**src/rtl/floating_point_multiplier.sv**
```systemverilog
// -----------------------------------------------------------------------------
// floating_point_multiplier
//
// Sequential radix-4 Booth multiplier for 32-bit signed two's-complement
// integers (the name is historical; no IEEE-754 handling is involved).
// There is no start strobe: any edge at which (x, y) differs from the captured
// operands reloads them and starts a fresh 16-iteration multiply. The result
// registers only change when a computation runs to completion.
//
// Ports:
//   clk      rising-edge clock
//   rst      synchronous, active-high reset
//   x, y     32-bit signed operands
//   product  64-bit signed registered product x*y
//   overflow registered; 1 when product lies outside the signed 32-bit range
// -----------------------------------------------------------------------------
module floating_point_multiplier (
  input  logic        clk,
  input  logic        rst,
  input  logic [31:0] x,
  input  logic [31:0] y,
  output logic [63:0] product,
  output logic        overflow
);

  typedef enum logic {IDLE, BUSY} state_t;

  state_t      state_reg, state_next;
  logic [31:0] x_cap_reg, x_cap_next;
  logic [31:0] y_cap_reg, y_cap_next;
  logic [63:0] acc_reg, acc_next;
  logic [3:0]  cnt_reg, cnt_next;
  logic [63:0] product_reg, product_next;
  logic        overflow_reg, overflow_next;

  logic [32:0] y_ext;        // y with the implicit y[-1] = 0 appended
  logic [5:0]  shamt;        // 2*i for iteration i
  logic [2:0]  triplet;
  logic [63:0] x_ext;
  logic [63:0] pp;
  logic [63:0] pp_shifted;
  logic [63:0] acc_sum;
  logic        operands_changed;

  assign y_ext            = {y_cap_reg, 1'b0};
  assign shamt            = {1'b0, cnt_reg, 1'b0};
  assign triplet          = y_ext[shamt +: 3];
  assign x_ext            = {{32{x_cap_reg[31]}}, x_cap_reg};
  assign operands_changed = (x != x_cap_reg) || (y != y_cap_reg);

  // Booth digit selection: digit = -2*b2 + b1 + b0 over {y[2i+1], y[2i], y[2i-1]}
  always_comb begin
    pp = 64'd0;
    case (triplet)
      3'b001, 3'b010: pp = x_ext;
      3'b011:         pp = x_ext << 1;
      3'b100:         pp = ~(x_ext << 1) + 64'd1;
      3'b101, 3'b110: pp = ~x_ext + 64'd1;
      default:        pp = 64'd0;
    endcase
  end

  assign pp_shifted = pp << shamt;
  assign acc_sum    = acc_reg + pp_shifted;

  // Next-state logic: an operand change always wins over an iteration, so an
  // in-flight multiply is abandoned and never reaches the result registers.
  always_comb begin
    state_next    = state_reg;
    x_cap_next    = x_cap_reg;
    y_cap_next    = y_cap_reg;
    acc_next      = acc_reg;
    cnt_next      = cnt_reg;
    product_next  = product_reg;
    overflow_next = overflow_reg;

    if (operands_changed) begin
      x_cap_next = x;
      y_cap_next = y;
      acc_next   = 64'd0;
      cnt_next   = 4'd0;
      state_next = BUSY;
    end else if (state_reg == BUSY) begin
      acc_next = acc_sum;
      cnt_next = cnt_reg + 4'd1;
      if (cnt_reg == 4'd15) begin
        product_next  = acc_sum;
        // Fits in signed 32 bits only when bits 63..31 are all equal
        overflow_next = ~((&acc_sum[63:31]) | ~(|acc_sum[63:31]));
        state_next    = IDLE;
      end
    end
  end

  always_ff @(posedge clk) begin
    if (rst) begin
      state_reg    <= IDLE;
      x_cap_reg    <= 32'd0;
      y_cap_reg    <= 32'd0;
      acc_reg      <= 64'd0;
      cnt_reg      <= 4'd0;
      product_reg  <= 64'd0;
      overflow_reg <= 1'b0;
    end else begin
      state_reg    <= state_next;
      x_cap_reg    <= x_cap_next;
      y_cap_reg    <= y_cap_next;
      acc_reg      <= acc_next;
      cnt_reg      <= cnt_next;
      product_reg  <= product_next;
      overflow_reg <= overflow_next;
    end
  end

  assign product  = product_reg;
  assign overflow = overflow_reg;

endmodule

```
**config.mk**
```make
export PLATFORM = sky130hd
export DESIGN_NAME = floating_point_multiplier
export DESIGN_NICKNAME = d
export VERILOG_FILES = /design/src/rtl/floating_point_multiplier.sv
export SDC_FILE = /design/constraint.sdc
export NUM_CORES = 1
export LEC_CHECK = 0
export CORE_MARGIN = 4
export CORE_UTILIZATION = 35
export DETAILED_ROUTE_END_ITERATION = 7
export HOLD_SLACK_MARGIN = 0.08
export PLACE_DENSITY = 0.57
export SKIP_CTS_REPAIR_TIMING = 1
export SLEW_MARGIN = 20
export SYNTH_ARGS = -nofsm -noshare
export SYNTH_HDL_FRONTEND = slang
export SYNTH_SLANG_ARGS = --single-unit
```
**constraint.sdc**
```tcl
create_clock -name clk -period 17.4 [get_ports clk]
set_input_delay 4.35 -clock clk [delete_from_list [all_inputs] [get_ports clk]]
set_output_delay 4.35 -clock clk [all_outputs]
set_load 0.02 [all_outputs]
```
==> impl_metrics.yaml, run 1 <==
status:
  status: "completed"
clock_tree:
  clk_latency_ps: 480
  htreeDepth: 4
  clock-sinks: 198
  clockBufferDepth: 2
  cts_root_buffer: "clkbuf_16"
  cts_tree: "done"
  cts_buffers: 17
  path_clk_slew_ps: 80
worst_setup_path:
  crit_path_max_fanout: 37
  required_ps: 17770
  crit_chain: "mux4_1 > mux4_2 > inv_2 > or3_1 > buf_4 > o21ai_0 > a221oi_1 > mux2i_1 > mux2_2 > o21ai_1 > mux2i_1 > ha_1 > a21oi_1 > o21ai_0 > nor3_1 > o41ai_1 > a2111o_1 > a211oi_1 > a211oi_1 > and4_1 > and4_1 > nand4_1 > nor4_1 > nor3_1"
  arrival_ps: 8750
  worst-path-buf-inv: 2
  slowest_stage: "o41ai_1"
  endpoint_kind: "flop"
  critPathKind: "flop to flop"
  cp_top_family: "compound AO/OA/AOI/OAI gates"
  cp_slowest_stage_delay_ps: 950
  cp-start-kind: "flop"
die:
  die_w_um: 213
  io_pins: 131
  core_mm2: 0.0412
  die-area_mm2: 0.0454
  start_util_pct: 35.8
  dieHeight_um: 213
  rows: 74
sta:
  setup_viol: 0
  whs_ps: 494
  hold_viol: 0
  fin_skew_ps: 19.0
  slew_viol_final: 0
  max_slew_margin_pct: 27.1
  tns_ps: 0
  rsz0062_at_grt: "false"
  finalCritPeriodShare_pct: 48.2
  period_needed_ps: 8380
  tightest_slew_ps: 1090
  fmax_mhz: 119
detailed_routing:
  vias: 13600
  drtAntennaViolNets: 0
  drt-pass1-iter-count: 7
  drc_errors: 0
  wl_per_cell_um: 19.7
  wirelength_um: 47600
  avgViaCountPerCell: 5.66
  drt_iter0_markers: 1401
global_routing:
  grt_pass1_wl_um: 74700
  gr-usage-all-layers_pct: 20.9
  grt_pass1_vias: 12900
  antenna_found_initial: 1
  gr-total-overflow: 0
  grt_max_degree: 69
logic_synthesis:
  yosys.area.top_type: "dfxtp_1"
  async_flop_share_pct: 0
  synth-edff-count: 0
  synth_flop_cell: "dfxtp_1"
  ys_warn_count: 0
  yosysTopAreaCellShare_pct: 26.9
  avgSynthCellArea_um2: 8.07
  ys_top_cells_by_area: "dfxtp_1 (27%), mux2i_1 (12%), xor2_1 (6.8%), nor2_1 (6.2%), ha_1 (5.6%)"
  syn_inst: 1825
  syn_nets: 1958
  ys_ff_latch: 198
  syn_area_mm2: 0.0147
  ys_seq_area_share_pct: 26.9
  synth_cell_types: 87
placed_design:
  dpl_cell_area_mm2: 0.0163
  place.gp.congestion: 0.910
  dp_hpwl_um: 36700
  io_buffers: 130
cells_and_area:
  fillCellCount: 4144
  drive_above_1_share_pct: 5.49
  areaGrowthSynthToFinish_pct: 14.7
  design_area_mm2: 0.0169
  multi_input_area_mm2: 0.0102
  seqCellArea_mm2: 0.00397
  fin_nets: 1997
job:
  maxCapViolCount: 0
pwr:
  p_leak_nw: 6.77
  power.density_mw_per_mm2: 64.3
  ir_worst_vdd_mv: 0.0661
worst_hold_path:
  hold_path.class: "flop to flop"
logic make-up (layout without fill, tap and decap cells):
group           after synthesis  in the layout  share of synthesized area (%)
other cells                   0              1                              0
xor+xnor                    160            160                           9.51
compound gates              403            403                           17.5
flops                       198            198                           26.9
fa+ha+maj                    67             67                           5.74
buf+inv                     147            199                           4.16
mux                         203            203                           15.2
simple gates                647            647                           21.1
Yosys cell counts (9+ instances only):
master and n:
a21oi_1 125, o21bai_1 14, buf_2 19, a211oi_1 18, o32ai_1 13, clkbuf_1 82
nand3_1 19, o21ai_0 68, o22ai_1 16, o31ai_1 12, nor3_1 39, mux2i_1 176
o211ai_1 11, mux2_2 13, nor4_1 30, a21o_1 26, nor2_1 242, or3_1 10
xnor2_1 46, a31oi_1 14, nand4_1 29, a221oi_1 10, nand2b_1 10, xor2_1 114
o21ai_1 23, buf_1 17, nor2b_1 68, inv_1 18, and2_1 9, ha_1 66
dfxtp_1 198, nand2_1 146
layer usage:
metal | wire, um | GRT usage (%) | vias up
li1 | - | - | 6664
met1 | 22300 | 29.0 | 6535
met2 | 22000 | 33.8 | 381
met3 | 2160 | 2.88 | 58
met4 | 1070 | 6.31 | 0
met5 | 0 | 0 | -
metrics by stage:
| step | instances | util, % | setup WS (ps) | power, mW |
|---|---|---|---|---|
| floorplan | 1825 | - | 10670 | 0.611 |
| global placement | 2377 | 39.5 | 8740 | 0.677 |
| detailed placement | 2377 | 39.5 | 8700 | 0.679 |
| CTS | 2409 | 41.0 | 9140 | 1.10 |
| global route | 2410 | 41.0 | 8540 | 1.13 |
| finish | 2410 | 41.0 | 9020 | 1.09 |
power by group:
group / internal, mW / switching [mW] / leakage (nW)
registers: 0.461 / 0.0146 / 1.61
logic: 0.0769 / 0.118 / 4.87
clock network: 0.219 / 0.197 / 0.295
layout by cell type (no fill, tap or decap), types with 23 or more instances in the layout:
cell type and count:
nand4_1 29, nor4_1 30, clkdlybuf4s50_1 129, o21ai_0 68, ha_1 66, nor2_1 242
nor2b_1 68, a21o_1 26, xor2_1 114, dfxtp_1 197, mux2i_1 176, a21oi_1 125
nand2_1 146, o21ai_1 23, nor3_1 39, xnor2_1 45
final cells by class:
class | instances | area share (%)
diodes | 1 | 0.0148
clock buffers | 18 | 2.60
clock inverters | 14 | 0.941
inverters | 24 | 0.533
multi-input cells | 1480 | 60.2
flip-flops and latches | 198 | 23.5
well taps | 532 | 3.94
repair buffers | 143 | 8.26
tightest hold or removal path, cell delays in order (launching register included):
cell and delay, ps:
dfxtp_1 320, nor2_1 80, a211oi_1 50
worst paths after layout:
| check | startpoint | endpoint | slack (ps) | cells after the start |
|---|---|---|---|---|
| setup / recovery | cnt_reg[0]$_SDFFE_PP0P_ | overflow$_SDFFE_PP0P_ | 9020 | 24 |
| hold / removal | acc_reg[42]$_SDFFE_PP0P_ | acc_reg[42]$_SDFFE_PP0P_ | 490 | 2 |
| setup reg to reg | cnt_reg[0]$_SDFFE_PP0P_ | overflow$_SDFFE_PP0P_ | 9020 | 24 |
| hold reg to reg | acc_reg[42]$_SDFFE_PP0P_ | acc_reg[42]$_SDFFE_PP0P_ | 490 | 2 |
(Power assumes the default switching activity.)
==> run 2, diff against run 1 <==
Clock period 17.4 ns to 8.3 ns, I/O delays scaled along.
==> run 2 against run 1 <==
Effect of this change:
- die area unchanged
- final cell count increased by 1.3%
- register-to-register slack got worse by 8500 ps
- highest routed layer unchanged
==> impl_metrics.yaml, run 2 (same netlist as run 1, synthesis figures left out) <==
status:
  status: "completed"
cells_and_area:
  layout_common_cells: "nor2_1 (242), dfxtp_1 (197), mux2i_1 (176), nand2_1 (146), clkdlybuf4s50_1 (129)"
  fin_nets: 2030
  drive_above_1_share_pct: 7.07
  stdcell_count: 2442
  final_common_cell: "nor2_1"
  diodes: 0
  areaGrowthSynthToFinish_pct: 16.6
  design_area_mm2: 0.0172
  fillCellCount: 4129
global_routing:
  grt_pass1_vias: 12900
  antenna_found_initial: 0
  met1_usage_pct: 29.4
  grt_max_degree: 72
  gr-usage-all-layers_pct: 21.5
  met2_usage_pct: 34.2
  busiest_layer: "met2"
  use_met3_pct: 4.16
  grt_pass1_wl_um: 75900
  gr-total-overflow: 0
die:
  io_pins: 131
  die_w_um: 213
  rows: 74
  die-area_mm2: 0.0454
  core_mm2: 0.0412
  dieHeight_um: 213
  start_util_pct: 35.8
placed_design:
  pre_cts_slack_ps: 713
  dpl_cell_area_mm2: 0.0165
  place.gp.congestion: 0.984
  dp_hpwl_um: 38500
  dp_cells: 2410
  io_buffers: 130
sta:
  tightest_slew_ps: 944
  finalWorstSetupSlack_ps: 536
  max_slew_margin_pct: 37.1
  slew_viol_final: 0
  whs_ps: 495
  fmax_mhz: 129
  tns_ps: 0
  setup_viol: 0
  fin_skew_ps: 12.6
  finalCritPeriodShare_pct: 93.5
  hold_viol: 0
  period_needed_ps: 7760
  rsz0062_at_grt: "false"
clock_tree:
  cts_tree: "done"
  clk_latency_ps: 500
  clock-sinks: 198
  clockBufferDepth: 2
  htreeDepth: 4
  cts_root_buffer: "clkbuf_16"
  path_clk_slew_ps: 80
  cts_buffers: 17
worst_setup_path:
  crit_chain: "mux4_1 > mux4_2 > or3_1 > buf_4 > buf_4 > o32ai_1 > a21oi_1 > mux2i_1 > a21oi_1 > mux2_2 > nor2_1 > ha_1 > a21oi_1 > o21ai_0 > a221oi_1 > nor3_1 > o41a_1 > a31o_2 > xor2_1 > or4_1 > nor2_1 > and4b_1 > and4_1 > nor3_1"
  arrival_ps: 8140
  slowest_stage: "dfxtp_1"
  cp_top_family: "compound AO/OA/AOI/OAI gates"
  cp-start-kind: "flop"
  critPathMostFrequentCell: "a21oi_1"
  crit_path_max_fanout: 25
  cp_slowest_stage_delay_ps: 700
  worst-path-buf-inv: 2
  required_ps: 8680
  critPathKind: "flop to flop"
  endpoint_kind: "flop"
detailed_routing:
  wirelength_um: 49200
  drc_errors: 0
  drtAntennaViolNets: 0
  vias: 13700
  avgViaCountPerCell: 5.60
  drt_iter0_markers: 1204
  drt-pass1-iter-count: 8
  wl_per_cell_um: 20.1
pwr:
  ir_worst_vdd_mv: 0.136
  p_leak_nw: 6.96
  power.density_mw_per_mm2: 137
job:
  maxCapViolCount: 0
worst_hold_path:
  hold_path.class: "flop to flop"
run 2: changes by cell type in the layout (fill, tap and decap cells not counted):
cell / delta
buf_4: +33
inv_8: +1
clkbuf_1: +1
clkinv_2: +1
inv_6: -4
clkinvlp_4: -1
bufinv_16: +2
diode_2: -1
run 2: worst paths after layout:
kind,from,to,slack [ps],cells past startpoint
worst min-delay path,acc_reg[54]$_SDFFE_PP0P_,acc_reg[54]$_SDFFE_PP0P_,490,2
worst max register to register,cnt_reg[0]$_SDFFE_PP0P_,overflow$_SDFFE_PP0P_,540,24
worst max-delay path,cnt_reg[0]$_SDFFE_PP0P_,overflow$_SDFFE_PP0P_,540,24
worst min register to register,acc_reg[54]$_SDFFE_PP0P_,acc_reg[54]$_SDFFE_PP0P_,490,2
run 2: per-layer routing:
metal | up-vias | part of all wire, %
met1 | 6534 | 47
met2 | 346 | 46
met5 | - | 0
met3 | 71 | 4.8
li1 | 6714 | -
met4 | 0 | 2.7
run 2: worst min-delay path, stage by stage (launching register included):
cell and delay, ps:
dfxtp_1 320, nor2_1 80, a211oi_1 50
run 2: final cells by class:
type / count / area [um^2] / area share [%]
Multi-Input combinational cell: 1480 / 10200 / 59.2
Sequential cell: 198 / 3970 / 23.1
Timing Repair Buffer: 176 / 1640 / 9.57
Tap cell: 532 / 666 / 3.88
Clock buffer: 19 / 443 / 2.58
Clock inverter: 13 / 193 / 1.12
Inverter: 24 / 90.1 / 0.524
run 2: power breakdown:
group / internal [mW] / switching, mW / total, mW
sequential: 0.966 / 0.0313 / 0.998
clock: 0.517 / 0.412 / 0.930
combinational: 0.172 / 0.255 / 0.427
run 2: stage by stage:
step	total power [mW]	util, %
6_report	2.35	41.7
5_1_grt	2.45	41.7
4_1_cts	2.38	41.7
3_5_place_dp	1.44	40.1
3_3_place_gp	1.44	40.1
2_1_floorplan	1.28	-
